$ cat src/rtl/umem_arbiter.sv
// rtl/umem_arbiter.sv - fetch/data arbiter and access sequencer for the unified byte memory
module umem_arbiter #(
    parameter int MEM_BYTES  = 256,
    parameter int MAX_STREAK = 4
) (
    input  logic        clk,
    input  logic        rst,
    input  logic        if_req,
    input  logic [31:0] if_addr,
    output logic        if_valid,
    output logic [31:0] if_rdata,
    output logic        if_err,
    input  logic        d_req,
    input  logic        d_we,
    input  logic [1:0]  d_size,
    input  logic        d_unsigned,
    input  logic [31:0] d_addr,
    input  logic [31:0] d_wdata,
    output logic        d_valid,
    output logic [31:0] d_rdata,
    output logic        d_err,
    output logic [31:0] mem_addr,
    output logic        mem_re,
    output logic        mem_we,
    output logic        mem_half,
    output logic        mem_byte,
    output logic        mem_fetch,
    output logic [31:0] mem_wdata,
    input  logic [31:0] mem_rdata
);

    typedef enum logic [1:0] {IDLE, ACC_F, ACC_D} state_t;

    state_t      state;
    logic [31:0] lat_addr;
    logic [31:0] lat_wdata;
    logic        lat_we;
    logic        lat_uns;
    logic [1:0]  lat_size;
    logic [3:0]  streak;

    logic f_elig, d_elig, grant_f, grant_d, f_bad, d_bad, acc_f, acc_d;

    // Bounds use a 33-bit last-byte address so accesses near 2^32 cannot wrap into range
    function automatic logic bad_access(input logic [31:0] addr, input logic [1:0] size);
        logic [32:0] last;
        logic        mis;
        case (size)
            2'd0:    begin last = {1'b0, addr};          mis = 1'b0;             end
            2'd1:    begin last = {1'b0, addr} + 33'd1;  mis = addr[0];          end
            default: begin last = {1'b0, addr} + 33'd3;  mis = (addr[1:0] != 2'b00); end
        endcase
        return (size == 2'd3) || mis || (last > 33'(MEM_BYTES - 1));
    endfunction

    function automatic logic [31:0] extend(input logic [31:0] r, input logic [1:0] size,
                                           input logic uns);
        case (size)
            2'd0:    return uns ? {24'd0, r[7:0]}  : {{24{r[7]}}, r[7:0]};
            2'd1:    return uns ? {16'd0, r[15:0]} : {{16{r[15]}}, r[15:0]};
            default: return r;
        endcase
    endfunction

    // A port whose response is on the wire this cycle is masked so it is not served twice
    assign f_elig  = if_req && !if_valid;
    assign d_elig  = d_req && !d_valid;
    assign grant_d = (state == IDLE) && d_elig && (!f_elig || streak != 4'(MAX_STREAK));
    assign grant_f = (state == IDLE) && f_elig && !grant_d;
    assign f_bad   = bad_access(if_addr, 2'd2);
    assign d_bad   = bad_access(d_addr, d_size);

    assign acc_f     = (state == ACC_F);
    assign acc_d     = (state == ACC_D);
    assign mem_fetch = acc_f;
    assign mem_re    = !rst && (acc_f || (acc_d && !lat_we));
    assign mem_we    = !rst && acc_d && lat_we;
    assign mem_half  = acc_d && (lat_size == 2'd1);
    assign mem_byte  = acc_d && (lat_size == 2'd0);
    assign mem_addr  = (acc_f || acc_d) ? lat_addr : 32'd0;
    assign mem_wdata = (acc_d && lat_we) ? lat_wdata : 32'd0;

    always_ff @(posedge clk) begin
        if (rst) begin
            state     <= IDLE;
            streak    <= 4'd0;
            lat_addr  <= 32'd0;
            lat_wdata <= 32'd0;
            lat_we    <= 1'b0;
            lat_uns   <= 1'b0;
            lat_size  <= 2'd0;
            if_valid  <= 1'b0;
            if_rdata  <= 32'd0;
            if_err    <= 1'b0;
            d_valid   <= 1'b0;
            d_rdata   <= 32'd0;
            d_err     <= 1'b0;
        end else begin
            if_valid <= 1'b0;
            d_valid  <= 1'b0;

            if (!if_req || grant_f)
                streak <= 4'd0;
            else if (grant_d && streak < 4'(MAX_STREAK))
                streak <= streak + 4'd1;

            case (state)
                IDLE: begin
                    if (grant_f) begin
                        if (f_bad) begin
                            if_valid <= 1'b1;
                            if_err   <= 1'b1;
                            if_rdata <= 32'd0;
                        end else begin
                            lat_addr <= if_addr;
                            state    <= ACC_F;
                        end
                    end else if (grant_d) begin
                        if (d_bad) begin
                            d_valid <= 1'b1;
                            d_err   <= 1'b1;
                            d_rdata <= 32'd0;
                        end else begin
                            lat_addr  <= d_addr;
                            lat_wdata <= d_wdata;
                            lat_we    <= d_we;
                            lat_uns   <= d_unsigned;
                            lat_size  <= d_size;
                            state     <= ACC_D;
                        end
                    end
                end
                ACC_F: begin
                    if_rdata <= mem_rdata;
                    if_err   <= 1'b0;
                    if_valid <= 1'b1;
                    state    <= IDLE;
                end
                ACC_D: begin
                    d_rdata <= lat_we ? 32'd0 : extend(mem_rdata, lat_size, lat_uns);
                    d_err   <= 1'b0;
                    d_valid <= 1'b1;
                    state   <= IDLE;
                end
                default: state <= IDLE;
            endcase
        end
    end

endmodule
$ cat config.mk
export PLATFORM = sky130hd
export DESIGN_NAME = umem_arbiter
export DESIGN_NICKNAME = d
export VERILOG_FILES = /design/src/rtl/umem_arbiter.sv
export SDC_FILE = /design/constraint.sdc
export NUM_CORES = 1
export LEC_CHECK = 0
export CAP_MARGIN = 30
export CORE_UTILIZATION = 49
export CTS_BUF_LIST = sky130_fd_sc_hd__clkbuf_4 sky130_fd_sc_hd__clkbuf_8
export DETAILED_ROUTE_END_ITERATION = 7
export HOLD_SLACK_MARGIN = 0.03
export PLACE_DENSITY = 0.88
export SLEW_MARGIN = 0
export SYNTH_ARGS = -nofsm -noshare
export SYNTH_HDL_FRONTEND = slang
export SYNTH_SLANG_ARGS = --single-unit
$ cat constraint.sdc
create_clock -name clk -period 8.6 [get_ports clk]
set_clock_uncertainty 0.15 [all_clocks]
set_input_delay 1.29 -clock clk [delete_from_list [all_inputs] [get_ports clk]]
set_output_delay 1.29 -clock clk [all_outputs]
set_load 0.02 [all_outputs]
Word-level counts from Yosys, hierarchy flattened
Index checks and enable logic that the tools add are counted.
{ "op_classes": {"order_cmp": 3, "n_div": 0, "reduce_logical": 43, "shift": 0, "bitwise": 3, "eq_ne": 13, "mux": 37, "multipliers": 0, "n_addsub": 4} }
{ "ops": {"columns": ["op", "count"], "rows": [
  ["$mux W32", 14],
  ["$pmux W32 S2", 3],
  ["$add A32 B2 Y33 const B", 2],
  ["$gt A33 B8 Y1 const B", 2],
  ["$pmux W33 S2", 1],
  ["$add A32 B1 Y33 const B", 1],
  ["$logic_and A1 B1 Y1", 14],
  ["$ne A2 B2 Y1 const B", 7],
  ["$reduce_and A4 Y1", 3],
  ["$mux W1", 10],
  ["$pmux W1 S2", 5],
  ["$reduce_bool A2 Y1", 5],
  ["$mux W2", 4],
  ["$logic_not A1 Y1", 7],
  ["$logic_or A1 B1 Y1", 7],
  ["$eq A2 B1 Y1 const B", 3],
  ["$logic_not A2 Y1", 3],
  ["$reduce_and A3 Y1", 2],
  ["$add A4 B1 Y4 const B", 1],
  ["$eq A2 B2 Y1 const B", 2],
  ["$lt A4 B3 Y1 const B", 1],
  ["$ne A4 B3 Y1 const B", 1],
  ["$reduce_or A2 Y1", 2],
  ["$not A1 Y1", 3]
]} }
{ "word_totals": {"output_inout_bits": 137, "ff_bits": 142, "memories": 0, "mem_bits_ro": 0, "in_bits": 136, "mem_bits_rw": 0, "elab_cells": 116, "latch_bits": 0} }

Depth between registers and ports, before layout
{ "logic_depth": {"word_depth": 9, "mapped_depth": 13, "depth_no_buf": 10} }

Least setup slack after synthesis
OpenSTA, ideal clock, no wires.
{ "synth_timing": {"path_kind": "input to register", "startpoint": "input d_size[0]", "endpoint": "register lat_wdata[10]", "path_slack_ns": 4.033, "cell_stages": 12, "n_path_buf": 2, "arrival_time_ns": 4.289, "setup_ns": 0.128, "required_time_ns": 8.322, "cell_sequence": "or2b_1 -> ha_1 -> a21oi_1 -> or4_4 -> or4_1 -> xnor2_1 -> nor4_2 -> and3_1 -> buf_6 -> buf_6 -> mux2i_1 -> nor2_1"} }
{ "synth_between": {"elab_chain_cells": 6, "word_cells_on_any_way": 10, "cone_classes": "order compare (1); eq/ne (2); mux (2); bitwise (1); reduce/logical (4)"} }
{ "synth_rtl": {"columns": ["element", "line", "source"], "rows": [
  ["start, declared", "15", "input logic [1:0] d_size,"],
  ["$eq A2 B1 Y1 or $logic_not A2 Y1 (tied branches)", "48", "case (size)"],
  ["$pmux W33 S2 or $pmux W1 S2 (tied branches)", "48", null],
  ["$gt A33 B8 Y1 or $logic_or A1 B1 Y1 (tied branches)", "53", "return (size == 2'd3) || mis || (last > 33'(MEM_BYTES - 1));"],
  ["$logic_or A1 B1 Y1 *", "53", null],
  ["$not A1 Y1 (no line) *", null, null],
  ["$reduce_and A4 Y1 (no line) *", null, null],
  ["end signal, assigned", "125", "lat_wdata <= d_wdata;"],
  ["end, declared", "36", "logic [31:0] lat_wdata;"]
]} }
Every way passes the cells marked *; elsewhere a longest branch is shown, timed or not.
A chain may end at the register's enable or synchronous reset.

Worst setup path after layout
{ "layout_timing": {"startpoint": "input d_size[0]", "endpoint": "register lat_addr[6]"} }
{ "layout_between": {"elab_chain_cells": 6, "word_cells_on_any_way": 10, "cone_classes": "order compare (1); eq/ne (3); mux (2); reduce/logical (4)"} }
{ "layout_rtl": {"columns": ["element", "line", "source"], "rows": [
  ["$eq A2 B1 Y1 or $logic_not A2 Y1 (tied branches)", "48", null],
  ["$pmux W33 S2 or $pmux W1 S2 (tied branches)", "48", null],
  ["$gt A33 B8 Y1 or $logic_or A1 B1 Y1 (tied branches)", "53", null],
  ["$logic_or A1 B1 Y1 *", "53", null],
  ["$ne A2 B2 Y1 (no line) *", null, null],
  ["$reduce_and A4 Y1 (no line) *", null, null],
  ["end signal, assigned", "115", "lat_addr <= if_addr;"],
  ["end signal, assigned", "124", "lat_addr <= d_addr;"],
  ["end, declared", "35", "logic [31:0] lat_addr;"]
]} }
Marked as above.

==> impl_metrics.csv <==
group,metric,value,unit
sta,maxSlewViolCount,0,
floorplanning,ios,273,
grt,antenna_found_initial,0,
clock_tree,clk_pin_slew,0.08,ns
min_path,worstHoldStart,"lat_addr[12]$_SDFFE_PP0P_",
layout,multi_input_area,3960,um^2
grt,overflow,0,
critical_path,cp_slowest_cell,"buf_4",
job,maxCapViolations,0,
sta,tightest_slew,0.993,ns
yosys,yosys.area.top_type_share,39.9,%
layout,antennaDiodeCount,0,
route,drc,0,
critical_path,worst-path-buf-inv,2,
critical_path,crit_path_start_kind,"input pin",
critical_path,crit_cells,12,
yosys,synth_top_family_by_area,"simple AND/OR/NAND/NOR gates",
floorplanning,fp.dieArea,15000,um^2
clock_tree,cts_tree,"built",
route,dr.pass1.iters,5,
yosys,yosys.area.top_type,"dfxtp_1",
yosys,netlist_area,7120,um^2
yosys,ys_types,74,
layout,post-route-util,73.3,%
clock_tree,clk_path_buf_depth,2,
sta,setup_tns,0,ns
yosys,synthMuxAreaShare,6.05,%
clock_tree,cts_setup_buffers,0,
critical_path,crit_path_end,"lat_addr[6]$_SDFFE_PP0P_",
grt,track_usage,27.7,%
sta,final.min_clock_period,5.33,ns
grt,grt_pass1_wl,32600,um
floorplanning,core-area,14000,um^2
placed_design,dp.final_hpwl,15700,um
critical_path,r2r_slack,5.14,ns
critical_path,r2r-end,"d_rdata[18]$_SDFFE_PP0P_",
yosys,synth_fp_nets,914,
grt,grt_max_degree,55,
yosys,synthAdderAreaFrac,1.69,%
yosys,yosysWarnings,0,
yosys,synth_xor_xnor_area_share,1.23,%
clock_tree,cts_root_buf,"clkbuf_8",
floorplanning,initial_core_util,50.7,%
clock_tree,cts_sinks,142,
yosys,ys_ff_latch,142,
critical_path,crit_type,"in2reg",
layout,seq_area,2840,um^2
critical_path,crit_fanout,46,
clock_tree,numCtsBuffers,17,
critical_path,cp.required,8.77,ns
yosys,netlist_top_cells_area,"dfxtp_1 (40%), mux2i_1 (6.0%), a22o_2 (5.9%), and2_1 (4.9%), and3_1 (3.5%)",
power,p_leak,3.81,nW
yosys,avgSynthCellArea,9.26,um^2
route,dr.first_iter.drc_count,385,
route,vias,6898,
placed_design,routabilityCongestion,0.892,
clock_tree,h-tree-depth,4,
yosys,ys_seq_area_share,39.9,%
critical_path,worstSetupStartpoint,"d_size[0]",
floorplanning,die_x,123,um
clock_tree,postCtsResizedCells,0,
power,irDropWorstVdd,0.000108,V
grt,first_global_vias,6474,
critical_path,crit_family,"simple AND/OR/NAND/NOR gates",
power,power.density,130,nW/um^2
sta,slew_headroom,33.2,%
route,drt_wl_total,21200,um
clock_tree,clk_latency,0.43,ns
yosys,async_flop_share,0,%
yosys,syn-instance-count,769,
critical_path,cp.arrival,5.50,ns
sta,period_share,61.9,%
yosys,synth-compound-area-share,19.5,%
critical_path,worstRegToRegCells,8,
yosys,synth_edf_count,0,
yosys,yosys.area_share.simple,27.1,%
placed_design,port-buffer-count,272,
layout,fill_cells,1049,
route,wl_per_cell,17.4,um
critical_path,r2r_start,"state[0]$_SDFFE_PP0P_",
critical_path,cp-end-kind,"flop",
layout,syn_to_final_growth,44.7,%
yosys,synth-main-ff-cell,"dfxtp_1",
clock_tree,cts_hold_buffers,0,
sta,max_freq,0.188,GHz
status,status,"finished, final reports clean",
critical_path,cp_cell_sequence,"clkdlybuf4s50_1 -> or2b_1 -> ha_1 -> a21oi_1 -> or4_4 -> or4_1 -> xnor2_1 -> nor4_2 -> and3_2 -> buf_4 -> nor2_4 -> a31o_2",
sta,hold_viol,0,
route,drtAntennaViolNets,0,
floorplanning,fp-row-count,43,
floorplanning,die_h,123,um
layout,num-nets-final,1171,
min_path,min_path_type,"reg2reg",
sta,setup_viol,0,
route,routed_via_density,5.66,
critical_path,max_stage_delay,0.58,ns
layout,drive_above_1_share,11.4,%
sta,rsz0062_at_grt,"no",
[sequential cells by signal, summed over array words and instances (netlist names), 2 cells and up]
name / flops
streak: 4
state: 2
if_rdata: 32
d_rdata: 32
lat_wdata: 32
lat_size: 2
lat_addr: 32
[cells by family after synthesis]
family / after synthesis
and+or+nand+nor: 339
AOI/OAI and AO/OA: 166
DFF: 142
buffers and inverters: 60
muxes: 43
xor gates and xnor gates: 10
adders and majority gates: 9
[worst min path at each step]
stage,end,slack [ns],depth (start not counted)
3_5_place_dp,lat_addr[11]$_SDFFE_PP0P_,0.29,1
3_3_place_gp,lat_addr[30]$_SDFFE_PP0P_,0.28,1
2_1_floorplan,lat_addr[10]$_SDFFE_PP0P_,0.27,1
5_1_grt,lat_addr[0]$_SDFFE_PP0P_,0.33,2
4_1_cts,lat_addr[9]$_SDFFE_PP0P_,0.31,1
6_report,lat_addr[12]$_SDFFE_PP0P_,0.31,1
[per-layer routing]
layer  track usage, %  share of wire [%]  up-vias
li1                 -                  -     3339
met1             33.4                 42     3249
met2             46.3                 48      280
met3             7.30                7.9       30
met4             11.7                2.2        0
met5                0                  0        -
[through the flow]
stage	area, um^2	setup slack [ns]	total power, mW	hold slack, ns	cells
2_1_floorplan	7120	4.03	0.733	0.271	769
3_3_place_gp	9840	2.88	0.824	0.284	1183
3_5_place_dp	9900	2.83	0.825	0.285	1186
4_1_cts	10300	3.28	1.34	0.311	1218
5_1_grt	10300	3.05	1.39	0.334	1219
6_report	10300	3.27	1.34	0.308	1219
[report_power, final]
part / internal (mW) / switching [mW] / leakage, nW / total (mW)
Combinational: 0.0804 / 0.0718 / 2.48 / 0.152
Clock: 0.265 / 0.261 / 0.193 / 0.527
Sequential: 0.658 / 0.00111 / 1.14 / 0.660
Total: 1.00 / 0.334 / 3.81 / 1.34
[layout by cell type, fill, tap and decap left out, drive strengths merged, types with 9 or more instances in the layout]
cell type      count
clkdlybuf4s50    271
clkbuf            20
inv               20
nand2             44
a31o               9
and4               9
and2              56
mux2i             43
a22o              56
nand4             12
nand2b            23
o21a              11
and3              42
nor2              67
o21ai             19
nor3              15
nor4              19
dfxtp            142
nand3             25
o2bb2ai            9
a21oi             20
[cell type report]
class	instances	share of cell area (%)
Inverter	18	0.656
Multi-Input combinational cell	567	38.4
Clock buffer	19	2.42
Timing Repair Buffer	280	27.4
Sequential cell	142	27.6
Tap cell	180	2.19
Clock inverter	13	1.37
[Yosys cell counts, drive strengths merged (6+ instances only)]
| cell | number |
|---|---|
| and4 | 9 |
| buf | 18 |
| o21a | 11 |
| nand2 | 44 |
| xnor2 | 6 |
| clkbuf | 24 |
| nand3b | 6 |
| or4 | 7 |
| a21oi | 20 |
| inv | 18 |
| nor2 | 67 |
| dfxtp | 142 |
| o21ai | 19 |
| nor4 | 19 |
| and2 | 56 |
| nor3 | 15 |
| nand3 | 25 |
| a31o | 9 |
| nand2b | 23 |
| o2bb2ai | 9 |
| and3 | 42 |
| mux2i | 43 |
| ha | 8 |
| nand4 | 12 |
| a22o | 56 |
Note: power is estimated with default switching activity, not from simulation.
